**src/rtl/axi_stream_strip_header.sv**
```systemverilog
// axi_stream_strip_header: removes the first N bytes of each AXI-Stream packet,
// presents them LSB-aligned on a header channel, and re-emits the remaining
// payload realigned so its first byte sits in the MSB lane.
// Optional build macro AXIS_STRIP_STATS_EN adds pkt_cnt / short_pkt_cnt outputs.
module axi_stream_strip_header #(
  parameter int unsigned DATA_WD      = 32,
  parameter int unsigned DATA_BYTE_WD = DATA_WD / 8,
  parameter int unsigned BYTE_CNT_WD  = $clog2(DATA_BYTE_WD)
) (
  input  logic                    clk,
  input  logic                    rst,
  input  logic                    valid_in,
  input  logic [DATA_WD-1:0]      data_in,
  input  logic [DATA_BYTE_WD-1:0] keep_in,
  input  logic                    last_in,
  output logic                    ready_in,
  output logic                    valid_out,
  output logic [DATA_WD-1:0]      data_out,
  output logic [DATA_BYTE_WD-1:0] keep_out,
  output logic                    last_out,
  input  logic                    ready_out,
  input  logic                    valid_strip,
  input  logic [BYTE_CNT_WD:0]    byte_strip_cnt,
  output logic                    ready_strip,
  output logic                    valid_header,
  output logic [DATA_WD-1:0]      data_header,
  output logic [DATA_BYTE_WD-1:0] keep_header,
  input  logic                    ready_header
`ifdef AXIS_STRIP_STATS_EN
  ,
  output logic [15:0]             pkt_cnt,
  output logic [15:0]             short_pkt_cnt
`endif
);

  localparam int unsigned        CNT_WD  = BYTE_CNT_WD + 1;
  localparam logic [CNT_WD-1:0]  W_BYTES = CNT_WD'(DATA_BYTE_WD);

  localparam logic [1:0] S_IDLE  = 2'd0;
  localparam logic [1:0] S_HEAD  = 2'd1;
  localparam logic [1:0] S_BODY  = 2'd2;
  localparam logic [1:0] S_FLUSH = 2'd3;

  function automatic logic [DATA_WD-1:0] f_lane_mask(input logic [DATA_BYTE_WD-1:0] k);
    logic [DATA_WD-1:0] m;
    m = '0;
    for (int i = 0; i < int'(DATA_BYTE_WD); i++) m[i*8 +: 8] = {8{k[i]}};
    return m;
  endfunction

  function automatic logic [CNT_WD-1:0] f_popcnt(input logic [DATA_BYTE_WD-1:0] k);
    logic [CNT_WD-1:0] c;
    c = '0;
    for (int i = 0; i < int'(DATA_BYTE_WD); i++) c = c + CNT_WD'(k[i]);
    return c;
  endfunction

  // b ones packed against the MSB lane
  function automatic logic [DATA_BYTE_WD-1:0] f_msb_keep(input logic [CNT_WD-1:0] b);
    logic [DATA_BYTE_WD-1:0] ones;
    ones = '1;
    return ~(ones >> b);
  endfunction

  // b ones packed against the LSB lane
  function automatic logic [DATA_BYTE_WD-1:0] f_lsb_keep(input logic [CNT_WD-1:0] b);
    logic [DATA_BYTE_WD-1:0] ones;
    ones = '1;
    return ~(ones << b);
  endfunction

  logic [1:0]              r_state, w_state_nxt;
  logic [CNT_WD-1:0]       r_n;
  logic [DATA_WD-1:0]      r_resid;
  logic [CNT_WD-1:0]       r_flush_bytes;
  logic                    r_valid_out, r_last_out;
  logic [DATA_WD-1:0]      r_data_out;
  logic [DATA_BYTE_WD-1:0] r_keep_out;
  logic                    r_hdr_valid;
  logic [DATA_WD-1:0]      r_hdr_data;
  logic [DATA_BYTE_WD-1:0] r_hdr_keep;

  logic                    w_ready_in, w_ready_strip, w_out_ld;
  logic                    w_n_load, w_hdr_load, w_resid_load;
  logic                    w_emit, w_emit_last;
  logic [DATA_WD-1:0]      w_emit_data;
  logic [DATA_BYTE_WD-1:0] w_emit_keep;
  logic [CNT_WD-1:0]       w_k, w_n_clamp, w_hdr_bytes;
  logic                    w_pass, w_k_le_n;
  logic [DATA_WD-1:0]      w_din, w_hdr_data, w_top_n, w_low, w_body_data;

  assign w_k         = f_popcnt(keep_in);
  assign w_din       = data_in & f_lane_mask(keep_in);
  assign w_n_clamp   = (byte_strip_cnt > W_BYTES) ? W_BYTES : byte_strip_cnt;
  assign w_pass      = (r_n == '0);
  assign w_k_le_n    = (w_k <= r_n);
  assign w_hdr_bytes = w_k_le_n ? w_k : r_n;
  assign w_hdr_data  = w_din >> {W_BYTES - w_hdr_bytes, 3'b000};
  assign w_top_n     = w_din >> {W_BYTES - r_n, 3'b000};
  assign w_low       = w_din << {r_n, 3'b000};
  assign w_body_data = r_resid | w_top_n;
  assign w_out_ld    = !r_valid_out || ready_out;

  // State register
  always_ff @(posedge clk) begin
    if (rst) r_state <= S_IDLE;
    else     r_state <= w_state_nxt;
  end

  // Next-state, handshake and emitted-beat decode
  always_comb begin
    w_state_nxt  = r_state;
    w_ready_in   = 1'b0;
    w_ready_strip = 1'b0;
    w_n_load     = 1'b0;
    w_hdr_load   = 1'b0;
    w_resid_load = 1'b0;
    w_emit       = 1'b0;
    w_emit_data  = w_body_data;
    w_emit_keep  = '1;
    w_emit_last  = 1'b0;
    case (r_state)
      S_IDLE: begin
        w_ready_strip = 1'b1;
        if (valid_strip) begin
          w_n_load    = 1'b1;
          w_state_nxt = S_HEAD;
        end
      end
      S_HEAD: begin
        // N=0 forwards the beat immediately, so it also needs the output slot
        w_ready_in = !r_hdr_valid && (!w_pass || w_out_ld);
        if (valid_in && w_ready_in) begin
          w_hdr_load   = 1'b1;
          w_resid_load = 1'b1;
          if (w_pass) begin
            w_emit      = 1'b1;
            w_emit_data = w_din;
            w_emit_keep = keep_in;
            w_emit_last = last_in;
            w_state_nxt = last_in ? S_IDLE : S_BODY;
          end else if (!last_in) w_state_nxt = S_BODY;
          else if (w_k_le_n)     w_state_nxt = S_IDLE;
          else                   w_state_nxt = S_FLUSH;
        end
      end
      S_BODY: begin
        w_ready_in = w_out_ld;
        if (valid_in && w_ready_in) begin
          w_emit       = 1'b1;
          w_resid_load = 1'b1;
          if (w_pass) begin
            w_emit_data = w_din;
            w_emit_keep = keep_in;
            w_emit_last = last_in;
            if (last_in) w_state_nxt = S_IDLE;
          end else if (last_in) begin
            if (w_k_le_n) begin
              w_emit_keep = f_msb_keep(W_BYTES - r_n + w_k);
              w_emit_last = 1'b1;
              w_state_nxt = S_IDLE;
            end else begin
              w_state_nxt = S_FLUSH;
            end
          end
        end
      end
      S_FLUSH: begin
        if (w_out_ld) begin
          w_emit      = 1'b1;
          w_emit_data = r_resid;
          w_emit_keep = f_msb_keep(r_flush_bytes);
          w_emit_last = 1'b1;
          w_state_nxt = S_IDLE;
        end
      end
      default: w_state_nxt = S_IDLE;
    endcase
  end

  // Strip count, residual, header register and output register
  always_ff @(posedge clk) begin
    if (rst) begin
      r_n           <= '0;
      r_resid       <= '0;
      r_flush_bytes <= '0;
      r_valid_out   <= 1'b0;
      r_data_out    <= '0;
      r_keep_out    <= '0;
      r_last_out    <= 1'b0;
      r_hdr_valid   <= 1'b0;
      r_hdr_data    <= '0;
      r_hdr_keep    <= '0;
    end else begin
      if (w_n_load) r_n <= w_n_clamp;
      if (w_resid_load) begin
        r_resid       <= w_low;
        r_flush_bytes <= w_k - r_n;
      end
      if (r_hdr_valid && ready_header) r_hdr_valid <= 1'b0;
      if (w_hdr_load) begin
        r_hdr_valid <= 1'b1;
        r_hdr_data  <= w_hdr_data;
        r_hdr_keep  <= f_lsb_keep(w_hdr_bytes);
      end
      if (w_out_ld) begin
        r_valid_out <= w_emit;
        if (w_emit) begin
          r_data_out <= w_emit_data & f_lane_mask(w_emit_keep);
          r_keep_out <= w_emit_keep;
          r_last_out <= w_emit_last;
        end
      end
    end
  end

  assign ready_in     = w_ready_in && !rst;
  assign ready_strip  = w_ready_strip && !rst;
  assign valid_out    = r_valid_out;
  assign data_out     = r_data_out;
  assign keep_out     = r_keep_out;
  assign last_out     = r_last_out;
  assign valid_header = r_hdr_valid;
  assign data_header  = r_hdr_data;
  assign keep_header  = r_hdr_keep;

`ifdef AXIS_STRIP_STATS_EN
  logic        w_last_hs, w_short_done;
  logic [15:0] r_pkt_cnt, r_short_cnt;

  assign w_last_hs    = r_valid_out && ready_out && r_last_out;
  assign w_short_done = (r_state == S_HEAD) && valid_in && w_ready_in && last_in &&
                        w_k_le_n && !w_pass;

  // Packet and short-packet counters, wrapping
  always_ff @(posedge clk) begin
    if (rst) begin
      r_pkt_cnt   <= '0;
      r_short_cnt <= '0;
    end else begin
      r_pkt_cnt   <= r_pkt_cnt + 16'(w_last_hs) + 16'(w_short_done);
      r_short_cnt <= r_short_cnt + 16'(w_short_done);
    end
  end

  assign pkt_cnt       = r_pkt_cnt;
  assign short_pkt_cnt = r_short_cnt;
`endif

endmodule
```
**config.mk**
```make
export PLATFORM = sky130hd
export DESIGN_NAME = axi_stream_strip_header
export DESIGN_NICKNAME = d
export VERILOG_FILES = /design/src/rtl/axi_stream_strip_header.sv
export SDC_FILE = /design/constraint.sdc
export NUM_CORES = 1
export LEC_CHECK = 0
export ABC_AREA = 1
export CORE_MARGIN = 2
export CORE_UTILIZATION = 60
export DETAILED_ROUTE_END_ITERATION = 10
export DONT_BUFFER_PORTS = 1
export PLACE_DENSITY = 0.76
export SETUP_SLACK_MARGIN = 0.4
export SLEW_MARGIN = 20
export SYNTH_ARGS = -nofsm -noshare
export SYNTH_HDL_FRONTEND = slang
export SYNTH_SLANG_ARGS = --single-unit
```
**constraint.sdc**
```tcl
create_clock -name clk -period 6.25 [get_ports clk]
set_clock_uncertainty 0.2 [all_clocks]
set_input_delay 1.25 -clock clk [delete_from_list [all_inputs] [get_ports clk]]
set_output_delay 1.25 -clock clk [all_outputs]
set_load 0.03 [all_outputs]
```
==> run metrics <==
crit start category primary input; Area contributors post-synth dfxtp_1 31%, nand2_1 19%, nand3_1 7.8%; DRT iter0 DRCs 1158; First-pass DRT Iterations 7; clock buffer depth 2; WL final 27.46 mm; Synth Warn # 0; Synth top area share between 30% and 40%; cell depth of the worst flop-to-flop path 12; largest net degree at the start of global routing 79; Final Util 66.05%; Setup CP Type in -> reg; first-pass GRT wire length 41.43 mm; Post-Syn Area 7401 um^2; CTS tree done; post-synthesis sequential area ratio 31.11%; Top Ports 123; row cnt 40; Post-Syn Area per Cell 6.188 um^2; Hold Path Sink r_resid[23]; Worst path max stage delay 0.57 ns; final hold violations 0; die span in y 115.1 um; WL/cell 20.93 um; register bit total from synthesis 115; Synth top cells by count 374 x nand2_1, 116 x nand3_1, 115 x dfxtp_1, 114 x a21oi_1, 113 x inv_1; top cell type by total area after synthesis dfxtp_1; vias a little over 8000; number of flops mapped to enable cells by yosys 0; Worst Hold Path Cells 2; Post-Synthesis Cells 1196; Pleak 3.466 nW; Final min period 5.340 ns; # fillers 1137; RR Startpoint r_n[0]; setup total negative slack 0 ns; RSZ-0062 raised after global routing no; reg2reg setup slack 1.73 ns; initial antenna violation count 0; DR DRC count 0; Finished Layout Cells 1312; Max Cap Viol 0; Slew HR between 30% and 40%; Crit. End Element flop; Final ANT Viol Nets 0; fmax 0.1873 GHz; Total GRT Usage 41.46%; CTS H-Tree Depth 4; Worst Path Required between 6 and 7 ns; fin crit share roughly 85%; Pwr per Cell Area approximately 330 nW/um^2; CP max FO 22; Slew @ Worst Pin between 1 and 1.5 ns; Worst path slowest cell o21ai_4; DP Area 7300 um^2; CTS buffer count 17; dpl cells 1280; WP data arrival 5.50 ns; Final nets 1217; area grow syn2layout 7.202%; Slew Viols, Final 0; # port buffers 0; CTS Hold Bufs 0; Async SR Flop Fraction 0%; Sink Count 115; Power Total 2.607 mW; die width 115.1 um; Yosys cell types 44; fin area 7934 um^2; Die ar. 13240 um^2; CORE AREA 12010 um^2; Post-DP HPWL roughly 20 mm; most used cell along the critical path ha_1; final setup violation count 0; CP Cell Sequence inv_1 > fa_1 > inv_1 > ha_1 > ha_1 > ha_1 > nand3_1 > nand2_1 > nand2_1 > o21ai_4 > ha_1 > ha_1 > nand2_1 > nor2_2 > inv_2 > or2_1 > a21oi_1; Critical R2R Capture last_out; ANT cells 0; min-delay src r_resid[23]; vias in the first global route 7201; Vias/cell 6.303; HP Class reg -> reg; Post-Syn Nets 1261; predominant post-synthesis flop cell dfxtp_1; share of layout cells above drive strength 1 4.721%; RD Place Congestion 1.044; gr ovfl total 0; Clock transition at path regs 0.06 ns; status finished, final reports clean; root buffer cell clkbuf_16; worst vdd ir about 200 uV; clock latency on the worst-skew pair about 0.43 ns; count leader, synth nand2_1; Initial Util 61.61%
## metal layers
layer  routed length, um  global-route usage [%]  vias up
met3                3641                   11.28       95
met1               10990                   56.71     3725
met5                   0                       0        -
met4                1124                   18.23        0
li1                    -                       -     3867
met2               11700                   61.33      582
## critical path, delay by kind of cell
kind / cells / cell delay [ns]
AOI/OAI and AO/OA: 2 / 0.68
buffers and inverters: 3 / 0.35
adders and majority gates: 6 / 1.78
and+or+nand+nor: 6 / 1.42
## logic make-up (layout without fill, tap and decap cells)
| group | Yosys count | after routing | synth area share [%] |
|---|---|---|---|
| and+or+nand+nor | 570 | 570 | 31.68 |
| AOI/OAI and AO/OA | 298 | 298 | 22.62 |
| buffers and inverters | 193 | 162 | 10.96 |
| DFF | 115 | 115 | 31.11 |
| adders and majority gates | 19 | 19 | 3.516 |
| xor gates and xnor gates | 1 | 1 | 0.1184 |
## where the power goes
part           internal [mW]  total [mW]  switching [mW]
combinational          0.184       0.725           0.541
sequential             0.776       0.846          0.0700
clock                  0.653        1.04           0.383
total                   1.61        2.61           0.994
## how the worst max path moves through the flow
stage	cells after the start	slack [ns]	start	endpoint
after floorplan	23	1.22	keep_in[0]	data_header[13]
after global placement	17	0.46	keep_in[0]	data_header[23]
after detailed placement	17	0.31	keep_in[0]	data_header[19]
after CTS	17	0.73	keep_in[0]	data_header[19]
after global routing	18	0.62	keep_in[0]	data_header[13]
final	17	0.91	keep_in[0]	data_header[19]
## state kept, by name, indices dropped and copies added, names as in the netlist
| name | cells |
|---|---|
| data_header | 32 |
| data_out | 32 |
| r_resid | 32 |
| keep_header | 4 |
| keep_out | 4 |
| r_flush_bytes | 3 |
| r_n | 3 |
| r_state | 2 |
| last_out | 1 |
| valid_header | 1 |
| valid_out | 1 |
## final cells by class
cell class,instances,area [um^2],area share (%)
Clock inverter,13,173.9,2.192
Inverter,120,450.4,5.677
Timing Repair Buffer,10,75.07,0.9462
Multi-Input combinational cell,888,4295,54.14
Tap cell,147,183.9,2.318
Clock buffer,19,452.9,5.709
Sequential cell,115,2302,29.02
## what timing repair did
| action | in CTS | in global routing |
|---|---|---|
| setup endpoints to repair | 0 | 3 |
| gates resized for setup | 0 | 1 |
| setup buffers | 0 | 0 |
## placed cells by master, fill, tap and decap left out, types with 2 or more instances in the layout
master	netlist	final
o31ai_1	3	3
clkinv_1	3	3
clkbuf_16	0	17
o21ai_1	9	9
o22ai_1	8	8
nor2_2	2	2
or2_1	2	2
nand3_1	116	116
inv_2	4	4
o211ai_1	35	35
a211oi_1	8	8
a31oi_1	7	7
a21oi_1	114	114
clkbuf_8	0	2
dfxtp_1	115	115
inv_1	113	113
nor2_1	62	62
clkinvlp_4	0	5
nor3_1	2	2
o21bai_1	2	2
nand4_1	6	6
ha_1	16	16
fa_1	3	3
nand2_2	2	2
inv_6	0	2
bufinv_16	0	3
nand2_1	374	374
buf_4	6	10
clkinv_4	0	2
o21ai_0	101	101
## through the flow
stage	setup WS [ns]	hold slack [ns]
after CTS	0.7269	0.2662
after global routing	0.6229	0.2778
after floorplan	1.217	0.2348
final	0.9101	0.2670
after detailed placement	0.3087	0.2579
after global placement	0.4561	0.2567
Note: power is estimated with default switching activity, not from simulation.
